File: src/rtl/lsu.sv
// Load/store unit: turns one RISC-V load/store into one or two 64-bit memory
// accesses, splitting accesses that straddle an 8-byte word boundary.
module lsu (
  input  logic        clk,
  input  logic        reset,
  input  logic        req_valid,
  output logic        req_ready,
  input  logic        req_store,
  input  logic [2:0]  req_funct3,
  input  logic [63:0] req_addr,
  input  logic [63:0] req_wdata,
  output logic        resp_valid,
  output logic        resp_err,
  output logic [63:0] resp_rdata,
  output logic        mem_we,
  output logic [7:0]  mem_be,
  output logic [63:0] mem_addr,
  output logic [63:0] mem_wdata,
  input  logic [63:0] mem_rdata
);

  typedef enum logic [1:0] {IDLE, ACC1, ACC2, RESP} state_t;

  state_t      state_q, state_d;
  logic [63:0] addr_q, addr_d, data_q, data_d, asm_q, asm_d;
  logic [2:0]  f3_q, f3_d;
  logic        store_q, store_d, err_q, err_d;

  logic [2:0]  off;
  logic [3:0]  size, end_pos;
  logic [7:0]  mask, be1, be2;
  logic [5:0]  sh1, sh2;
  logic        split, accept, req_illegal;

  function automatic logic [63:0] extend(input logic [63:0] raw, input logic [2:0] f3);
    case (f3[1:0])
      2'b00:   extend = f3[2] ? {56'd0, raw[7:0]}  : {{56{raw[7]}},  raw[7:0]};
      2'b01:   extend = f3[2] ? {48'd0, raw[15:0]} : {{48{raw[15]}}, raw[15:0]};
      2'b10:   extend = f3[2] ? {32'd0, raw[31:0]} : {{32{raw[31]}}, raw[31:0]};
      default: extend = raw;
    endcase
  endfunction

  always_comb begin
    size = 4'd8;
    mask = 8'hFF;
    case (f3_q[1:0])
      2'b00:   begin size = 4'd1; mask = 8'h01; end
      2'b01:   begin size = 4'd2; mask = 8'h03; end
      2'b10:   begin size = 4'd4; mask = 8'h0F; end
      default: begin size = 4'd8; mask = 8'hFF; end
    endcase
  end

  // In ACC2 off is never 0, so (0 - off) mod 8 is the true 8 - off byte count.
  assign off     = addr_q[2:0];
  assign end_pos = {1'b0, off} + size;
  assign split   = end_pos > 4'd8;
  assign sh1     = {off, 3'b000};
  assign sh2     = {3'd0 - off, 3'b000};
  assign be1     = mask << off;
  assign be2     = (8'h01 << end_pos[2:0]) - 8'h01;

  assign req_illegal = req_store ? req_funct3[2] : (req_funct3 == 3'b111);
  assign accept      = req_valid && (state_q == IDLE);

  always_ff @(posedge clk or posedge reset) begin
    if (reset) begin
      state_q <= IDLE;
      addr_q  <= '0;
      data_q  <= '0;
      asm_q   <= '0;
      f3_q    <= '0;
      store_q <= 1'b0;
      err_q   <= 1'b0;
    end else begin
      state_q <= state_d;
      addr_q  <= addr_d;
      data_q  <= data_d;
      asm_q   <= asm_d;
      f3_q    <= f3_d;
      store_q <= store_d;
      err_q   <= err_d;
    end
  end

  always_comb begin
    state_d = state_q;
    case (state_q)
      IDLE:    if (accept) state_d = req_illegal ? RESP : ACC1;
      ACC1:    state_d = split ? ACC2 : RESP;
      ACC2:    state_d = RESP;
      default: state_d = IDLE;
    endcase
  end

  // Request latch and load-data assembly; memory data is sampled at the edge ending each access.
  always_comb begin
    addr_d  = addr_q;
    data_d  = data_q;
    asm_d   = asm_q;
    f3_d    = f3_q;
    store_d = store_q;
    err_d   = err_q;
    if (accept) begin
      addr_d  = req_addr;
      data_d  = req_wdata;
      f3_d    = req_funct3;
      store_d = req_store;
      err_d   = req_illegal;
    end
    if (state_q == ACC1 && !store_q) asm_d = mem_rdata >> sh1;
    if (state_q == ACC2 && !store_q) asm_d = asm_q | (mem_rdata << sh2);
  end

  always_comb begin
    req_ready  = 1'b0;
    resp_valid = 1'b0;
    resp_err   = 1'b0;
    resp_rdata = '0;
    mem_we     = 1'b0;
    mem_be     = '0;
    mem_addr   = '0;
    mem_wdata  = '0;
    case (state_q)
      IDLE: req_ready = 1'b1;
      ACC1: begin
        mem_addr  = {addr_q[63:3], 3'b000};
        mem_be    = be1;
        mem_wdata = data_q << sh1;
        mem_we    = store_q;
      end
      ACC2: begin
        mem_addr  = {addr_q[63:3], 3'b000} + 64'd8;
        mem_be    = be2;
        mem_wdata = data_q >> sh2;
        mem_we    = store_q;
      end
      default: begin
        resp_valid = 1'b1;
        resp_err   = err_q;
        resp_rdata = (store_q || err_q) ? 64'd0 : extend(asm_q, f3_q);
      end
    endcase
  end

endmodule

File: config.mk
export PLATFORM = sky130hd
export DESIGN_NAME = lsu
export DESIGN_NICKNAME = d
export VERILOG_FILES = /design/src/rtl/lsu.sv
export SDC_FILE = /design/constraint.sdc
export NUM_CORES = 1
export LEC_CHECK = 0
export CORE_ASPECT_RATIO = 2
export CORE_MARGIN = 1.5
export CORE_UTILIZATION = 30
export DETAILED_ROUTE_END_ITERATION = 8
export GPL_ROUTABILITY_DRIVEN = 1
export PLACE_DENSITY_LB_ADDON = 0.25
export SLEW_MARGIN = 0
export SYNTH_ARGS = -nofsm -noshare
export SYNTH_HDL_FRONTEND = slang
export SYNTH_SLANG_ARGS = --single-unit
File: constraint.sdc
create_clock -name clk -period 5.95 [get_ports clk]
set_clock_uncertainty 0.15 [all_clocks]
set_input_delay 0.595 -clock clk [delete_from_list [all_inputs] [get_ports clk]]
set_output_delay 0.595 -clock clk [all_outputs]
set_load 0.01 [all_outputs]
==> results of run 1 <==
## final timing paths
check	cells past startpoint	from	to	slack (ns)
hold / removal	1	err_q$_DFFE_PP0P_	err_q$_DFFE_PP0P_	0.36
max in group asynchronous	3	reset	data_q[0]$_DFFE_PP0P_	3.91
min in group asynchronous	2	reset	addr_q[28]$_DFFE_PP0P_	0.42
hold reg to reg	1	err_q$_DFFE_PP0P_	err_q$_DFFE_PP0P_	0.36
setup / recovery	8	addr_q[0]$_DFFE_PP0P_	mem_wdata[30]	1.14
setup reg to reg	8	addr_q[0]$_DFFE_PP0P_	asm_q[57]$_DFFE_PP0P_	2.35
## through the flow
step,instance area [um2],std cells,util (%)
2_1_floorplan,17700,1983,-
3_3_place_gp,22400,3012,38.5
3_5_place_dp,22400,3012,38.5
4_1_cts,23000,3044,39.5
5_1_grt,23000,3044,39.5
6_report,23000,3044,39.5
## layout make-up
class	count	share of cell area [%]
clock buffers	21	2.00
clock inverters	11	0.604
inverters	33	0.555
multi-input cells	1566	51.8
flip-flops and latches	199	21.7
well taps	762	4.15
repair buffers	452	19.2
## cells by family (layout without fill, tap and decap cells)
kind of cell	Yosys count	count (layout)	share of synthesized area [%]
AO/OA/AOI/OAI	607	607	21.6
buffers and inverters	218	517	4.80
other	1	3	0.0212
multiplexers	383	383	29.4
flip-flops	199	199	28.2
AND/OR/NAND/NOR	556	556	14.8
XOR/XNOR	5	5	0.248
adder cells (fa/ha/maj)	12	12	0.892
## cells in the final DEF (no fill, tap or decap), drive strengths merged, types with 8 or more instances in the layout
master,instances
o21ai,142
inv,36
buf,53
or4,14
nand2,236
nand4,31
and2,17
nor4,17
dfrtp,199
nor3,21
o22ai,15
o21a,37
nand3,57
clkbuf,21
clkdlybuf4s50,399
nor2,96
and3,13
o221a,11
a211oi,49
mux2i,128
a21oi,172
ha,11
o211ai,17
a2bb2oi,8
a22oi,52
mux4,93
nor2b,32
a31oi,41
mux2,162
## power groups by stage
stage | logic, mW | registers, mW | clock network, mW
after floorplan | 6.86 | 2.64 | 0
after global placement | 10.3 | 3.26 | 0
after detailed placement | 10.3 | 3.29 | 0
after CTS | 10.4 | 3.26 | 1.32
after global routing | 11.2 | 3.39 | 1.35
final | 10.4 | 3.29 | 1.29
## routing by layer
metal  track usage [%]  part of all wire (%)  wire length (um)  vias up
met3              5.69                   7.6              6490      273
met4              20.0                   8.0              6810        2
met1              28.8                    34             29100     9036
li1                  -                     -                 -     8119
met2              49.2                    50             42800     1106
met5                 0                 0.013                11        -
## critical path: stages, from the launching register on
cell	delay, ns
dfrtp_4	0.64
inv_2	0.10
ha_4	0.17
ha_1	0.60
nand2_1	0.44
nor3_1	0.36
a22oi_1	0.14
o21ai_0	0.44
clkdlybuf4s50_1	0.67
## sequential cells by signal, indices dropped and copies added (netlist names)
register,count
store_q,1
f3_q,3
state_q,2
err_q,1
data_q,64
addr_q,64
asm_q,64
==> metrics.txt, run 1 <==
Least-Margin Pin Slew around 1.4 ns; clk buf depth 2; fin. max-slew vios 0; sequential-to-total area share from yosys stat between 20 and 30%; Max Clk Rate approximately 0.21 GHz; fin worst setup slack ~1.1 ns; CTS clk-pin slew, worst paths ~0.090 ns; Post-synth EDFFs 0; Starting Density between 30% and 40%; sw frac between 50 and 60%; vias in the first global route ~19k; crit-path max FO 24; die area 0.0605 mm2; Inserted Clock Buffers 17; run status completed; CTS Sinks approximately 200; CP Capture Type primary output; maximum vdd drop 0.360 mV; initial antenna violation count 3; io pins approximately 400; Layout Nets roughly 2.5k; Die Wd 175 um; leading register cell type out of synthesis dfrtp_1; DRC violations left 0; largest cells by area after synthesis dfrtp_1, mux4_2, mux2_2; Initial DRC Count between 1.5k and 2k; Clock Power Share 8.6%; DIE HEIGHT around 350 um; most frequent cell after synthesis nand2_1; flip-flop and latch count after synthesis between 150 and 200; Final Hold Slack between 0.3 and 0.4 ns; leak pwr 8.49 nW; Switch Pwr approximately 7.6 mW; Yosys top cell area share roughly 28%; Vias around 19k; row cnt around 130; synthesized area per cell about 8.9 um2; min cycle time layout roughly 4.8 ns; Required @ worst endpoint 5.20 ns; clock latency on the worst-skew pair roughly 0.48 ns; worst path arrival time around 4.1 ns; CTS tree yes; flip-flop and latch area 0.00499 mm2; Final Total Pwr 15.0 mW; port buffer count ~400; synthesized netlist cell count about 2k; Rel. slew slack around 5.7%; clock root buffer clkbuf_16; fin crit share between 80% and 90%; share of cells above drive strength 1 between 10% and 20%; area leader, netlist dfrtp_1; Fillers 5848; Post-CTS Hold Buffers 0; worst hold path type reg -> reg; Post-Syn Area 0.0177 mm2; crit start category flop; WL/cell approximately 28 um; crit path kind reg -> out; Layout area overhead 30.1%; setup violators final 0; htree depth 4; footprint of the multi-input gates 0.0119 mm2; endpoints failing hold 0; RD Place Congestion about 0.96; largest net degree at the start of global routing roughly 140; Setup WS pre-CTS about 1.7 ns; Yosys cell types 64; RSZ-0062 raised after global routing no; Vias/cell roughly 6.1; Post-synth ARST share 100%; Inserted Diodes 0; Resized Gates After CTS 0; post-route setup TNS 0 ns; Final ANT Viol Nets 0; Power Dens Cells roughly 650 mW/mm2; GRT Residual Overflow 0; sequential power share a little over a fifth; Logic pwr share between 60% and 70%; Detailed Place HPWL around 64 mm; most frequent cells after synthesis nand2_1, dfrtp_1, a21oi_1; drt pass-1 iters 6; core area slightly below 0.06 mm2; MaxCap Viol Count 0; Routed Wire Length approximately 85 mm; total track usage between 20% and 30%; first-pass GRT wire length about 120 mm; number of setup buffers added after CTS 0; yosys synthesis warning count 0; Pint roughly 7.4 mW
(Power assumes the default switching activity.)
==> inputs of run 2 (changes only) <==
==> constraint.sdc (replaced) <==
create_clock -name clk -period 4.1 [get_ports clk]
set_clock_uncertainty 0.15 [all_clocks]
set_input_delay 0.41 -clock clk [delete_from_list [all_inputs] [get_ports clk]]
set_output_delay 0.41 -clock clk [all_outputs]
set_load 0.01 [all_outputs]
==> run 2 against run 1 <==
- core utilization is 0.91 points higher
- via count up 0.61%
- first-iteration DRC count fell by 6.0%
- cell area up 2.3%
- sequential cell count is the same
- clock power is 47% higher
- combinational power grew 53%
- sequential power up 39%
==> metrics.txt, run 2 (synthesis gave the netlist of run 1 again) <==
RSZ-0062 raised after global routing no; crit-path max cell delay 0.65 ns; DIE HEIGHT 346 um; crit path kind reg -> out; post-route setup TNS 0 ns; Power Dens Cells 950 mW/mm2; met1 global-route usage between 20 and 30%; crit-path max FO 18; Final ANT Viol Nets 0; leading registers by flop count addr_q: 64 flops, asm_q: 64 flops, data_q: 64 flops; Routed Wire Length just under 90 mm; Fillers between 5k and 6k; grt peak-use layer met2; worst path arrival time ~3.4 ns; clk buf depth 2; GRT Residual Overflow 0; Inserted Clock Buffers 17; Required @ worst endpoint approximately 3.5 ns; Post-CTS Hold Buffers 0; WL/cell between 20 and 30 um; Layout Nets about 2.5k; most frequent cells in the layout clkdlybuf4s50_1, nand2_1, dfrtp_1; RD Place Congestion 0.933; worst hold path type in -> async; Starting Density a little under a third; maximum vdd drop approximately 0.46 mV; CTS clk-pin slew, worst paths 0.08 ns; Rel. slew slack 26.6%; Vias roughly 19k; die area 0.0605 mm2; total track usage 28.2%; crit start category flop; io pins between 400 and 500; core area 0.0582 mm2; Layout area overhead 33.0%; Critical Path, Cell by Cell inv_1 > ha_4 > buf_4 > o21ai_0 > a22oi_1 > o21ai_0 > clkdlybuf4s50_1; row cnt around 130; CP Capture Type primary output; clock root buffer clkbuf_16; fin. max-slew vios 0; M3 GR Usage roughly 5.5%; vias in the first global route between 15k and 20k; drt pass-1 iters 6; CTS tree yes; run status completed; Detailed Place HPWL 65.0 mm; largest net degree at the start of global routing 147; CTS Sinks 199; MaxCap Viol Count 0; Final Total Pwr between 20 and 25 mW; htree depth 4; min cycle time layout 3.99 ns; Max Clk Rate about 0.25 GHz; Die Wd about 170 um; setup violators final 0; endpoints failing hold 0; Vias/cell 6.03; fin crit share 97.3%; first-pass GRT wire length roughly 130 mm; leak pwr about 8.8 nW; M2 GR Usage 51.5%; most used cell along the critical path o21ai_0; port buffer count about 400; initial antenna violation count 5; commonest non-fill, non-tap cell in the layout clkdlybuf4s50_1; DRC violations left 0; crit path max-delay cell type clkdlybuf4s50_1; Initial DRC Count ~1.5k; clock latency on the worst-skew pair 0.48 ns; share of cells above drive strength 1 18.5%; Least-Margin Pin Slew 1.10 ns
[run 2: area by class of cell]
type                            count  area, um2  area share (%)
Inverter                           33        128           0.543
Timing Repair Buffer              500       4910            20.9
Clock inverter                     10        141           0.601
Clock buffer                       22        474            2.02
Sequential cell                   199       4990            21.2
Antenna cell                        2       5.00          0.0213
Multi-Input combinational cell   1566      11900            50.7
Tap cell                          762        953            4.05
[run 2: routing by layer]
metal,up-vias,share of wire (%)
li1,8211,-
met1,9086,34
met2,1097,52
met3,247,7.4
met4,8,7.0
met5,-,0.063
[run 2: timing repair]
| action | CTS | global route |
|---|---|---|
| pin swaps | 1 | 1 |
| gates cloned | 0 | 1 |
| endpoints found under the setup margin | 4 | 19 |
| gates resized for setup | 4 | 7 |
| setup buffers | 2 | 0 |
[run 2: path summary, 6_finish.rpt]
check                                       startpoint                     to  slack [ns]  cells past startpoint
worst max-delay path             addr_q[1]$_DFFE_PP0P_          mem_wdata[36]        0.11                      7
worst min-delay path                             reset   asm_q[2]$_DFFE_PP0P_        0.27                      3
worst max register to register  state_q[0]$_DFFE_PP0P_   asm_q[7]$_DFFE_PP0P_        0.78                      8
worst min register to register   asm_q[57]$_DFFE_PP0P_  asm_q[57]$_DFFE_PP0P_        0.36                      2
max in group asynchronous                        reset  addr_q[0]$_DFFE_PP0P_        2.81                      3
min in group clk                 asm_q[57]$_DFFE_PP0P_  asm_q[57]$_DFFE_PP0P_        0.36                      2
[run 2: power by group]
part	internal, mW	total (mW)	switching, mW	leakage, nW
Sequential	2.98	4.57	1.59	2.31
Combinational	7.15	15.9	8.71	6.21
Clock	1.01	1.90	0.882	0.297
Total	11.1	22.3	11.2	8.81
[run 2: worst max-delay path, delay by kind of cell, from the launching register on]
kind / cells / cell delay, ns
flip-flops: 1 / 0.48
buffers and inverters: 3 / 1.12
AO/OA/AOI/OAI: 3 / 1.01
adder cells (fa/ha/maj): 1 / 0.33
[run 2: stage by stage]
step	util [%]	hold WS, ns	setup WS (ns)	cells	cell area (um2)
finish	40.4	0.274	0.109	3094	23500
global route	40.4	0.311	0.0234	3092	23500
CTS	40.3	0.294	0.00931	3091	23500
detailed placement	39.2	0.346	0.362	3057	22800
global placement	39.2	0.333	0.375	3057	22800
floorplan	-	0.314	0.413	1983	17700
